**src/rtl/dot_acc_pkg.sv**
```systemverilog
// Shared widths, the partial-sum width helper and the S2 stage record for dot_acc_engine.
// The optional saturating accumulator is enabled with DOT_ACC_SAT_EN.
package dot_acc_pkg;

  localparam int DEF_IN_SIZE_0  = 4;
  localparam int DEF_IN_SIZE_1  = 8;
  localparam int DEF_ARRAY_SIZE = 8;
  localparam int DEF_ACC_SIZE   = 32;

  // Partial sums travel sign/zero-extended to this width so one record type fits every configuration.
  localparam int PSUM_MAX_W = 64;

  function automatic int psum_width(input int in0, input int in1, input int lanes);
    return in0 + in1 + $clog2(lanes) + 1;
  endfunction

  typedef struct packed {
    logic [PSUM_MAX_W-1:0] psum;
    logic                  last;
    logic                  sgn;
    logic                  valid;
  } s2_t;

endpackage

```
**src/rtl/dot_sum_tree.sv**
```systemverilog
// Combinational lane multiply and adder tree; operands are sign- or zero-extended to PSUM first,
// so truncating the products and the sum to PSUM bits stays exact in both modes.
module dot_sum_tree
  import dot_acc_pkg::*;
#(
  parameter int IN_SIZE_0  = DEF_IN_SIZE_0,
  parameter int IN_SIZE_1  = DEF_IN_SIZE_1,
  parameter int ARRAY_SIZE = DEF_ARRAY_SIZE,
  parameter int PSUM       = psum_width(DEF_IN_SIZE_0, DEF_IN_SIZE_1, DEF_ARRAY_SIZE)
) (
  input  logic                 sgn_i,
  input  logic [IN_SIZE_0-1:0] a_i [0:ARRAY_SIZE-1],
  input  logic [IN_SIZE_1-1:0] b_i [0:ARRAY_SIZE-1],
  output logic [PSUM-1:0]      sum_o
);

  logic [PSUM-1:0] ea;
  logic [PSUM-1:0] eb;

  always_comb begin
    sum_o = '0;
    ea    = '0;
    eb    = '0;
    for (int i = 0; i < ARRAY_SIZE; i++) begin
      ea    = {{(PSUM-IN_SIZE_0){sgn_i & a_i[i][IN_SIZE_0-1]}}, a_i[i]};
      eb    = {{(PSUM-IN_SIZE_1){sgn_i & b_i[i][IN_SIZE_1-1]}}, b_i[i]};
      sum_o = sum_o + ea * eb;
    end
  end

endmodule

```
**src/rtl/dot_acc_engine.sv**
```systemverilog
// Streaming three-stage dot-product accumulator: S1 input registers, S2 beat sum, S3 accumulate/output.
// Define DOT_ACC_SAT_EN for a saturating accumulator with a sticky per-vector out_ovf_o.
module dot_acc_engine
  import dot_acc_pkg::*;
#(
  parameter int IN_SIZE_0  = DEF_IN_SIZE_0,
  parameter int IN_SIZE_1  = DEF_IN_SIZE_1,
  parameter int ARRAY_SIZE = DEF_ARRAY_SIZE,
  parameter int ACC_SIZE   = DEF_ACC_SIZE
) (
  input  logic                 clk_i,
  input  logic                 rst_i,
  input  logic                 in_valid_i,
  output logic                 in_ready_o,
  input  logic                 in_last_i,
  input  logic                 in_signed_i,
  input  logic [IN_SIZE_0-1:0] in_0_i [0:ARRAY_SIZE-1],
  input  logic [IN_SIZE_1-1:0] in_1_i [0:ARRAY_SIZE-1],
  output logic                 out_valid_o,
  input  logic                 out_ready_i,
  output logic [ACC_SIZE-1:0]  out_data_o,
  output logic                 out_ovf_o
);

  localparam int PSUM = psum_width(IN_SIZE_0, IN_SIZE_1, ARRAY_SIZE);

  // Handshakes: a beat moves on in_valid_i && in_ready_o, a result on out_valid_o && out_ready_i.
  // The whole pipe advances together and only stalls while a result waits for its consumer.
  logic adv;

  logic [IN_SIZE_0-1:0] s1_a_q [0:ARRAY_SIZE-1];
  logic [IN_SIZE_1-1:0] s1_b_q [0:ARRAY_SIZE-1];
  logic                 s1_last_q, s1_sgn_q, s1_valid_q;
  logic [PSUM-1:0]      psum;
  s2_t                  s2_d, s2_q;

  logic [ACC_SIZE-1:0]  acc_q, acc_d, base;
  logic                 first_q;
  logic                 out_valid_q;
  logic [ACC_SIZE-1:0]  out_data_q;
  logic                 ovf_d;

  assign adv         = !(out_valid_q && !out_ready_i);
  assign in_ready_o  = adv;
  assign out_valid_o = out_valid_q;
  assign out_data_o  = out_data_q;

  always_ff @(posedge clk_i or posedge rst_i) begin
    if (rst_i) begin
      for (int i = 0; i < ARRAY_SIZE; i++) begin
        s1_a_q[i] <= '0;
        s1_b_q[i] <= '0;
      end
      s1_last_q  <= 1'b0;
      s1_sgn_q   <= 1'b0;
      s1_valid_q <= 1'b0;
    end else if (adv) begin
      s1_a_q     <= in_0_i;
      s1_b_q     <= in_1_i;
      s1_last_q  <= in_last_i;
      s1_sgn_q   <= in_signed_i;
      s1_valid_q <= in_valid_i;
    end
  end

  dot_sum_tree #(
    .IN_SIZE_0 (IN_SIZE_0),
    .IN_SIZE_1 (IN_SIZE_1),
    .ARRAY_SIZE(ARRAY_SIZE),
    .PSUM      (PSUM)
  ) u_sum_tree (
    .sgn_i(s1_sgn_q),
    .a_i  (s1_a_q),
    .b_i  (s1_b_q),
    .sum_o(psum)
  );

  always_comb begin
    s2_d       = '0;
    s2_d.psum  = {{(PSUM_MAX_W-PSUM){s1_sgn_q & psum[PSUM-1]}}, psum};
    s2_d.last  = s1_last_q;
    s2_d.sgn   = s1_sgn_q;
    s2_d.valid = s1_valid_q;
  end

  always_ff @(posedge clk_i or posedge rst_i) begin
    if (rst_i)    s2_q <= '0;
    else if (adv) s2_q <= s2_d;
  end

  assign base = first_q ? '0 : acc_q;

`ifdef DOT_ACC_SAT_EN
  localparam int AW = ACC_SIZE + 2;

  logic [AW-1:0] base_x, sum_x;
  logic          clamp, ovf_q, out_ovf_q;

  // Two guard bits hold the exact sum; it fits the signed range iff its top three bits agree.
  always_comb begin
    base_x = s2_q.sgn ? {{2{base[ACC_SIZE-1]}}, base} : {2'b00, base};
    sum_x  = base_x + s2_q.psum[AW-1:0];
    acc_d  = sum_x[ACC_SIZE-1:0];
    clamp  = 1'b0;
    if (s2_q.sgn) begin
      if (!((&sum_x[AW-1:ACC_SIZE-1]) || !(|sum_x[AW-1:ACC_SIZE-1]))) begin
        clamp = 1'b1;
        acc_d = sum_x[AW-1] ? {1'b1, {(ACC_SIZE-1){1'b0}}} : {1'b0, {(ACC_SIZE-1){1'b1}}};
      end
    end else if (|sum_x[AW-1:ACC_SIZE]) begin
      clamp = 1'b1;
      acc_d = '1;
    end
    ovf_d = (!first_q && ovf_q) || clamp;
  end

  assign out_ovf_o = out_ovf_q;
`else
  always_comb begin
    acc_d = base + s2_q.psum[ACC_SIZE-1:0];
    ovf_d = 1'b0;
  end

  assign out_ovf_o = 1'b0;
`endif

  always_ff @(posedge clk_i or posedge rst_i) begin
    if (rst_i) begin
      acc_q       <= '0;
      first_q     <= 1'b1;
      out_valid_q <= 1'b0;
      out_data_q  <= '0;
`ifdef DOT_ACC_SAT_EN
      ovf_q       <= 1'b0;
      out_ovf_q   <= 1'b0;
`endif
    end else begin
      if (out_valid_q && out_ready_i) out_valid_q <= 1'b0;
      if (adv && s2_q.valid) begin
        if (s2_q.last) begin
          out_data_q  <= acc_d;
          out_valid_q <= 1'b1;
          first_q     <= 1'b1;
          acc_q       <= '0;
`ifdef DOT_ACC_SAT_EN
          out_ovf_q   <= ovf_d;
          ovf_q       <= 1'b0;
`endif
        end else begin
          acc_q   <= acc_d;
          first_q <= 1'b0;
`ifdef DOT_ACC_SAT_EN
          ovf_q   <= ovf_d;
`endif
        end
      end
    end
  end

endmodule

```
**config.mk**
```make
export PLATFORM = sky130hd
export DESIGN_NAME = dot_acc_engine
export DESIGN_NICKNAME = d
export VERILOG_FILES = /design/src/rtl/dot_acc_pkg.sv /design/src/rtl/dot_sum_tree.sv /design/src/rtl/dot_acc_engine.sv
export SDC_FILE = /design/constraint.sdc
export NUM_CORES = 1
export LEC_CHECK = 0
export CORE_ASPECT_RATIO = 1.75
export CORE_MARGIN = 1
export CORE_UTILIZATION = 68
export DETAILED_ROUTE_END_ITERATION = 16
export PLACE_DENSITY = 0.95
export REMOVE_ABC_BUFFERS = 1
export SKIP_CTS_REPAIR_TIMING = 1
export SLEW_MARGIN = 5
export SYNTH_ARGS = -nofsm -noshare
export SYNTH_HDL_FRONTEND = slang
export SYNTH_HIERARCHICAL = 1
export SYNTH_SLANG_ARGS = --single-unit
export TNS_END_PERCENT = 10
```
**constraint.sdc**
```tcl
create_clock -name clk_i -period 18.99 [get_ports clk_i]
set_input_delay 4.7475 -clock clk_i [delete_from_list [all_inputs] [get_ports clk_i]]
set_output_delay 4.7475 -clock clk_i [all_outputs]
set_load 0.005 [all_outputs]
```
* Yosys cells after proc, flatten, opt, wreduce, memory -nomap -nowiden
Index checks and enable logic that the tools add are counted.
Word-level totals: flip-flop bits (word level) 184, bits in latches 0, bits in writable memories 0, bits in read-only memories 0, output and inout port bits 35, memories kept 0
Cells by class: $add $sub $neg 8, $mul 8, divide/modulo/power cells 0, $lt $le $gt $ge 0, eq/ne operators 0, shift operators 0, muxes and demuxes 6, bitwise operators 17, reduce and logical (&&, ||, !) cells 6
Operator list (number):
- $add A16 B16 Y16 | 7
- $mul A5 B9 Y14 | 8
- $mux W32 | 2
- $add A32 B32 Y32 | 1
- $and A1 B1 Y1 | 17
- $mux W1 | 4
- $logic_and A1 B1 Y1 | 3
- $logic_not A1 Y1 | 2
- $reduce_and A2 Y1 | 1

* Depth between registers and ports, before layout
Gate-level depths: netlist of run 1.
depth after elaboration 10, depth in mapped cells 37, mapped depth without buffers 35

* By module
The synthesis of run 1 kept the hierarchy.
Modules (own cells, without submodules):
- dot_sum_tree | times used 1, cells each 1646, area each 15073.2 um2, seq. area each 0.0 um2
- dot_acc_engine | times used 1, cells each 1013, area each 8946.1 um2, seq. area each 4605.7 um2

* Worst setup path after synthesis of run 1
OpenSTA, ideal clock, no wires.
kind input -> output, start input port out_ready_i, end output port in_ready_o, arrival 5.171 ns, data required time 14.242 ns, slack 9.071 ns, cell stages on the path 3, buffers on the path 1, cells stage by stage nor2b_1 inv_1 clkbuf_1
On the way: cells in the longest elaborated chain, start to end 3
RTL lines:
- start, declared | RTL line dot_acc_engine.sv:20 | input logic out_ready_i,
- $logic_not A1 Y1 | RTL line dot_acc_engine.sv:43 | assign adv = !(out_valid_q && !out_ready_i);
- $logic_and A1 B1 Y1 | RTL line dot_acc_engine.sv:43
- $logic_not A1 Y1 | RTL line dot_acc_engine.sv:43
- end, declared | RTL line dot_acc_engine.sv:14 | output logic in_ready_o,
No other way between the ends.

* Worst setup path in the final report of run 1
Same ends and word-level chain as after synthesis.

==> flow_summary.ini, run 1 <==
[worst_setup_path]
worstPathBufferInverterCount = 4
path_max_fanout = 64
reg2reg_to = s2_q[19]
cp_slowest_cell = clkdlybuf4s50_1
critPathKind = in2out
critPathArrivalTime_ps = 6710
path_cells = clkdlybuf4s50_1 -> nor2b_4 -> buf_4 -> inv_4 -> clkdlybuf4s50_1
slowest_delay_ps = 630
crit_family = buffers and inverters
rrSetupSlack_ps = 8770
cp-end-kind = output pin
reg2reg_depth = 30
reg2reg_from = s1_sgn_q
start_kind = primary input
crit_path_frequent_cell = clkdlybuf4s50_1
required_ps = 14240

[clocking]
clock_path_buffers = 2
clkSlewWorstSetupHoldPaths_ps = 80
htree_levels = 4
cts_inserted_buffers = 17
cts_root_buf = clkbuf_16
cts_tree = done
cts.sinks = 184
clk_latency_ps = 480

[routing]
firstDrtPassIters = 7
drc = 0
vias_per_cell = 5.88
wl_per_cell_um = 19.6
ant_nets = 0
drtIter0Drc = 1041
routed_wl_um = 63200
vias = 19000

[timing]
layout_setup_ws_ps = 7530
setup_tns_ps = 0
hold_violations = 0
hold_ws_ps = 469
min_period_over_period = 0.603
tightestPinTransition_ps = 993
drv_slew = 0
fmax_ghz = 0.0873
skew_ps = 14.3
slew_headroom = 0.337
setup-violations-final = 0
rsz0062_at_grt = false
period_minus_slack_ps = 11460

[synth]
async_flop_share = 1.00
synth_edf_count = 0
synthCells = 2659
avgSynthCellArea_sq_um = 9.03
synthFlopType = dfrtp_1
synth-seq-cells = 184
synth_area_sq_um = 24000
ys_types = 79
synth.yosys.seq_area_share = 0.192
yosysWarnings = 6

[die]
num_rows = 90
coreArea_sq_um = 34700
io_pins = 137
die_h_um = 251
die_x_um = 144
fp.dieArea_sq_um = 36100
initial_utilization = 0.693

[hold_path]
hold_class = reg2reg
min_delay_path_depth = 2
hold_start = s1_last_q
holdPathEnd = s1_last_q

[placed_design]
dp_hpwl_um = 49500
port_buffers = 135
place_congestion = 0.967
pre_cts_ws_ps = 7520

[global_route]
grt_pass1_wl_um = 103000
grt_remaining_overflow = 0
track_usage = 0.380
antenna_found_initial = 1
grt_max_degree = 115
grt_pass1_vias = 21200

[layout]
syn2layout_area_growth_pct = 9.71
finalNetCount = 3421
diodes = 0
layout-drive-gt1-share = 0.0394

[run_status]
outcome = complete, no violations

[flow_run]
drv_cap = 0
-- routing by layer --
layer / up-vias / GRT usage / wire, um
met1: 9307 / 0.359 / 19500
met4: 2 / 0.360 / 6800
met3: 422 / 0.0776 / 3580
met5: - / 0 / 13
met2: 875 / 0.666 / 33200
li1: 8357 / - / -
-- flip-flops by register name, summed over array words and instances (netlist names) --
name / cells
acc_q: 32
first_q: 1
out_data_o: 32
out_valid_o: 1
s1_a_q: 32
s1_b_q: 64
s1_last_q: 1
s1_sgn_q: 1
s1_valid_q: 1
s2_q: 19
-- cells in the mapped netlist, drive strengths merged, types with 14 or more instances --
library cell  instances  area (sq um)
dfrtp               183          4580
o21bai               20           150
a21oi                87           477
buf                  14          67.6
inv                 460          1730
nand2b               26           163
a22o                 17           149
nand2               556          2090
and3                 25           158
nand3                21           110
ha                  208          2600
or2                  19           119
and2                170          1060
xor2                 40           350
clkbuf               58           218
nor2                 78           298
xnor2                84           736
o21ai                59           303
fa                  361          7230
nor2b                37           231
-- kinds of logic (layout without fill, tap and decap cells) --
group / after synthesis / in the layout / share of synthesized area
AND/OR/NAND/NOR: 974 / 974 / 0.189
adder cells (fa/ha/maj): 569 / 569 / 0.409
buffers and inverters: 532 / 636 / 0.0838
AO/OA/AOI/OAI: 262 / 262 / 0.0750
flip-flops: 184 / 184 / 0.192
XOR/XNOR: 124 / 124 / 0.0452
multiplexers: 13 / 13 / 0.00594
other: 1 / 1 / 0.000156
-- placed cells by master, fill, tap and decap left out, types with 4 or more instances in the layout --
master / n
nand2_1: 556
inv_1: 457
fa_1: 361
ha_1: 208
dfrtp_1: 183
and2_1: 169
clkdlybuf4s50_1: 135
xnor2_1: 84
nor2_1: 76
a21oi_1: 76
o21ai_0: 40
xor2_1: 40
nor2b_1: 36
nand2b_1: 26
and3_1: 24
nand3_1: 20
o21bai_1: 20
a22o_1: 17
o21ai_1: 17
clkbuf_16: 17
or2_2: 13
a21o_1: 12
o21a_1: 11
a21oi_2: 11
o31ai_1: 11
mux2_2: 10
nor3_1: 9
buf_4: 9
nand4_1: 8
inv_6: 6
or2_1: 6
a21boi_0: 5
or3_1: 5
a2111oi_2: 5
and4_1: 4
o211ai_1: 4
-- worst max path at each step --
stage | cells past startpoint | to | slack [ps] | from
floorplan | 2 | in_ready_o | 2270 | out_ready_i
global route | 5 | in_ready_o | 7380 | out_ready_i
global placement | 5 | in_ready_o | 7560 | out_ready_i
CTS | 5 | in_ready_o | 7510 | out_ready_i
finish | 5 | in_ready_o | 7530 | out_ready_i
detailed placement | 5 | in_ready_o | 7520 | out_ready_i
-- worst reg2reg max path: cells and delay by family (launching register included) --
family	cells	cell delay, ps
AND/OR/NAND/NOR	4	920
flip-flops	1	640
buffers and inverters	4	250
adder cells (fa/ha/maj)	12	5620
XOR/XNOR	2	640
AO/OA/AOI/OAI	8	2100
-- per-stage QoR --
| step | cells | util | cell area (sq um) |
|---|---|---|---|
| after floorplan | 2587 | - | 23700 |
| after global placement | 3191 | 0.742 | 25700 |
| after detailed placement | 3191 | 0.742 | 25700 |
| after CTS | 3223 | 0.760 | 26400 |
| after global routing | 3223 | 0.760 | 26400 |
| final | 3223 | 0.760 | 26400 |
-- cell type report --
class / count / area [sq um]
fill: 2240 / 8330
timing repair buffer: 144 / 1420
multi-input combinational: 1943 / 17400
clock buffer: 17 / 425
sequential: 184 / 4610
inverter: 460 / 1740
tap: 460 / 576
clock inverter: 15 / 180
Power of run 1 is left out: the tool's default activity adds up to more than one toggle a clock period on the data nets, which glitch-free logic cannot reach.
==> inputs of run 2 (changes only) <==
--- a/config.mk
+++ b/config.mk
@@ -7,9 +7,9 @@
 export LEC_CHECK = 0
 export CORE_ASPECT_RATIO = 1.75
 export CORE_MARGIN = 1
-export CORE_UTILIZATION = 68
+export CORE_UTILIZATION = 63
 export DETAILED_ROUTE_END_ITERATION = 16
-export PLACE_DENSITY = 0.95
+export PLACE_DENSITY = 0.94
 export REMOVE_ABC_BUFFERS = 1
 export SKIP_CTS_REPAIR_TIMING = 1
 export SLEW_MARGIN = 5
==> constraint.sdc (replaced) <==
create_clock -name clk_i -period 11.22 [get_ports clk_i]
set_input_delay 2.805 -clock clk_i [delete_from_list [all_inputs] [get_ports clk_i]]
set_output_delay 2.805 -clock clk_i [all_outputs]
set_load 0.005 [all_outputs]
==> flow_summary.ini, run 2 (synthesis results as in run 1) <==
[worst_setup_path]
reg2reg_to = s2_q[19]
critPathKind = reg2reg
reg2reg_depth = 30
cp-end-kind = register
reg2reg_from = s1_sgn_q
rrSetupSlack_ps = 1070
startpoint = s1_sgn_q
crit_path_frequent_cell = fa_1
critPathArrivalTime_ps = 10560
path_max_fanout = 12
start_kind = register
cp_slowest_cell = dfrtp_1
slowest_delay_ps = 710
required_ps = 11630

[timing]
tightestPinTransition_ps = 1110
hold_violations = 0
slew_headroom = 0.259
drv_slew = 0
rsz0062_at_grt = false
fmax_ghz = 0.0986
skew_ps = 15.2
setup_tns_ps = 0
setup-violations-final = 0
min_period_over_period = 0.904
layout_setup_ws_ps = 1070
period_minus_slack_ps = 10150

[clocking]
clk_latency_ps = 480
cts_inserted_buffers = 17
cts_tree = done
htree_levels = 4
cts.sinks = 184
cts_root_buf = clkbuf_16
clock_path_buffers = 2
clkSlewWorstSetupHoldPaths_ps = 70

[layout]
most-common-layout-cells = nand2_1 (556), inv_1 (457), fa_1 (361)
layout-drive-gt1-share = 0.0387
layout.cells.non_filler = 3245
regMostFlops = s1_b_q
syn2layout_area_growth_pct = 9.82
post-route-cell-area_sq_um = 26400
largest_reg_flops = 64
finalNetCount = 3421
final_common_cell = nand2_1

[global_route]
grt_pass1_vias = 20900
track_usage = 0.335
grt_remaining_overflow = 0
grt_max_degree = 113
antenna_found_initial = 2
grt_pass1_wl_um = 99100

[hold_path]
hold_class = reg2reg
holdPathEnd = acc_q[13]
hold_start = acc_q[13]
min_delay_path_depth = 2

[placed_design]
port_buffers = 135
dp_hpwl_um = 48900
pre_cts_ws_ps = 1310
placed_cell_area_sq_um = 25800
dp.cells = 3211
place_congestion = 0.987

[routing]
drc = 0
vias_per_cell = 5.78
ant_nets = 0
routed_wl_um = 61000
firstDrtPassIters = 5
drtIter0Drc = 868
wl_per_cell_um = 18.8
vias = 18700

[flow_run]
drv_cap = 0

[die]
io_pins = 137
coreArea_sq_um = 37600
fp.dieArea_sq_um = 38900
die_x_um = 150
die_h_um = 260
num_rows = 94
initial_utilization = 0.638

[run_status]
outcome = complete, no violations
## run 2: cell count changes in the layout (fill, tap and decap cells not counted), moves of 2 or more
cell,previous run,this run
bufinv_16,1,3
clkbuf_1,0,2
clkinv_2,0,2
clkinv_4,3,1
clkinv_8,3,0
clkinvlp_4,0,3
diode_2,0,2
inv_6,6,3
## run 2: worst max-delay path: cells and delay by family, from the launching register on
kind	cells	cell delay (ps)
xor+xnor	2	580
fa+ha+maj	12	5510
flops	1	710
compound gates	8	2100
simple gates	4	970
buf+inv	4	210
## run 2: layer usage
layer,GRT usage,share of wire,vias to the layer above
met2,0.602,0.53,789
met1,0.298,0.31,9221
met3,0.0645,0.047,369
met5,0,0,-
met4,0.348,0.11,0
li1,-,-,8370
## run 2: final cells by class
type / count / area, sq um
multi-input combinational: 1943 / 17400
clock buffer: 19 / 433
timing repair buffer: 144 / 1420
sequential: 184 / 4610
fill: 2632 / 11300
clock inverter: 13 / 169
antenna: 2 / 5.00
inverter: 460 / 1740
tap: 480 / 601
## run 2: through the flow
stage / hold WS [ps] / utilization
6_report: 470 / 0.701
2_1_floorplan: 435 / -
3_5_place_dp: 459 / 0.685
5_1_grt: 497 / 0.701
4_1_cts: 476 / 0.701
3_3_place_gp: 451 / 0.685
## run 2: worst max path at each step
stage                             to  slack, ps
after global routing        s2_q[19]        700
final                       s2_q[19]       1070
after global placement      s2_q[19]       1690
after floorplan           in_ready_o      -1610
after CTS                   s2_q[19]       1190
after detailed placement    s2_q[19]       1310
Power of run 2 is left out for the same reason.
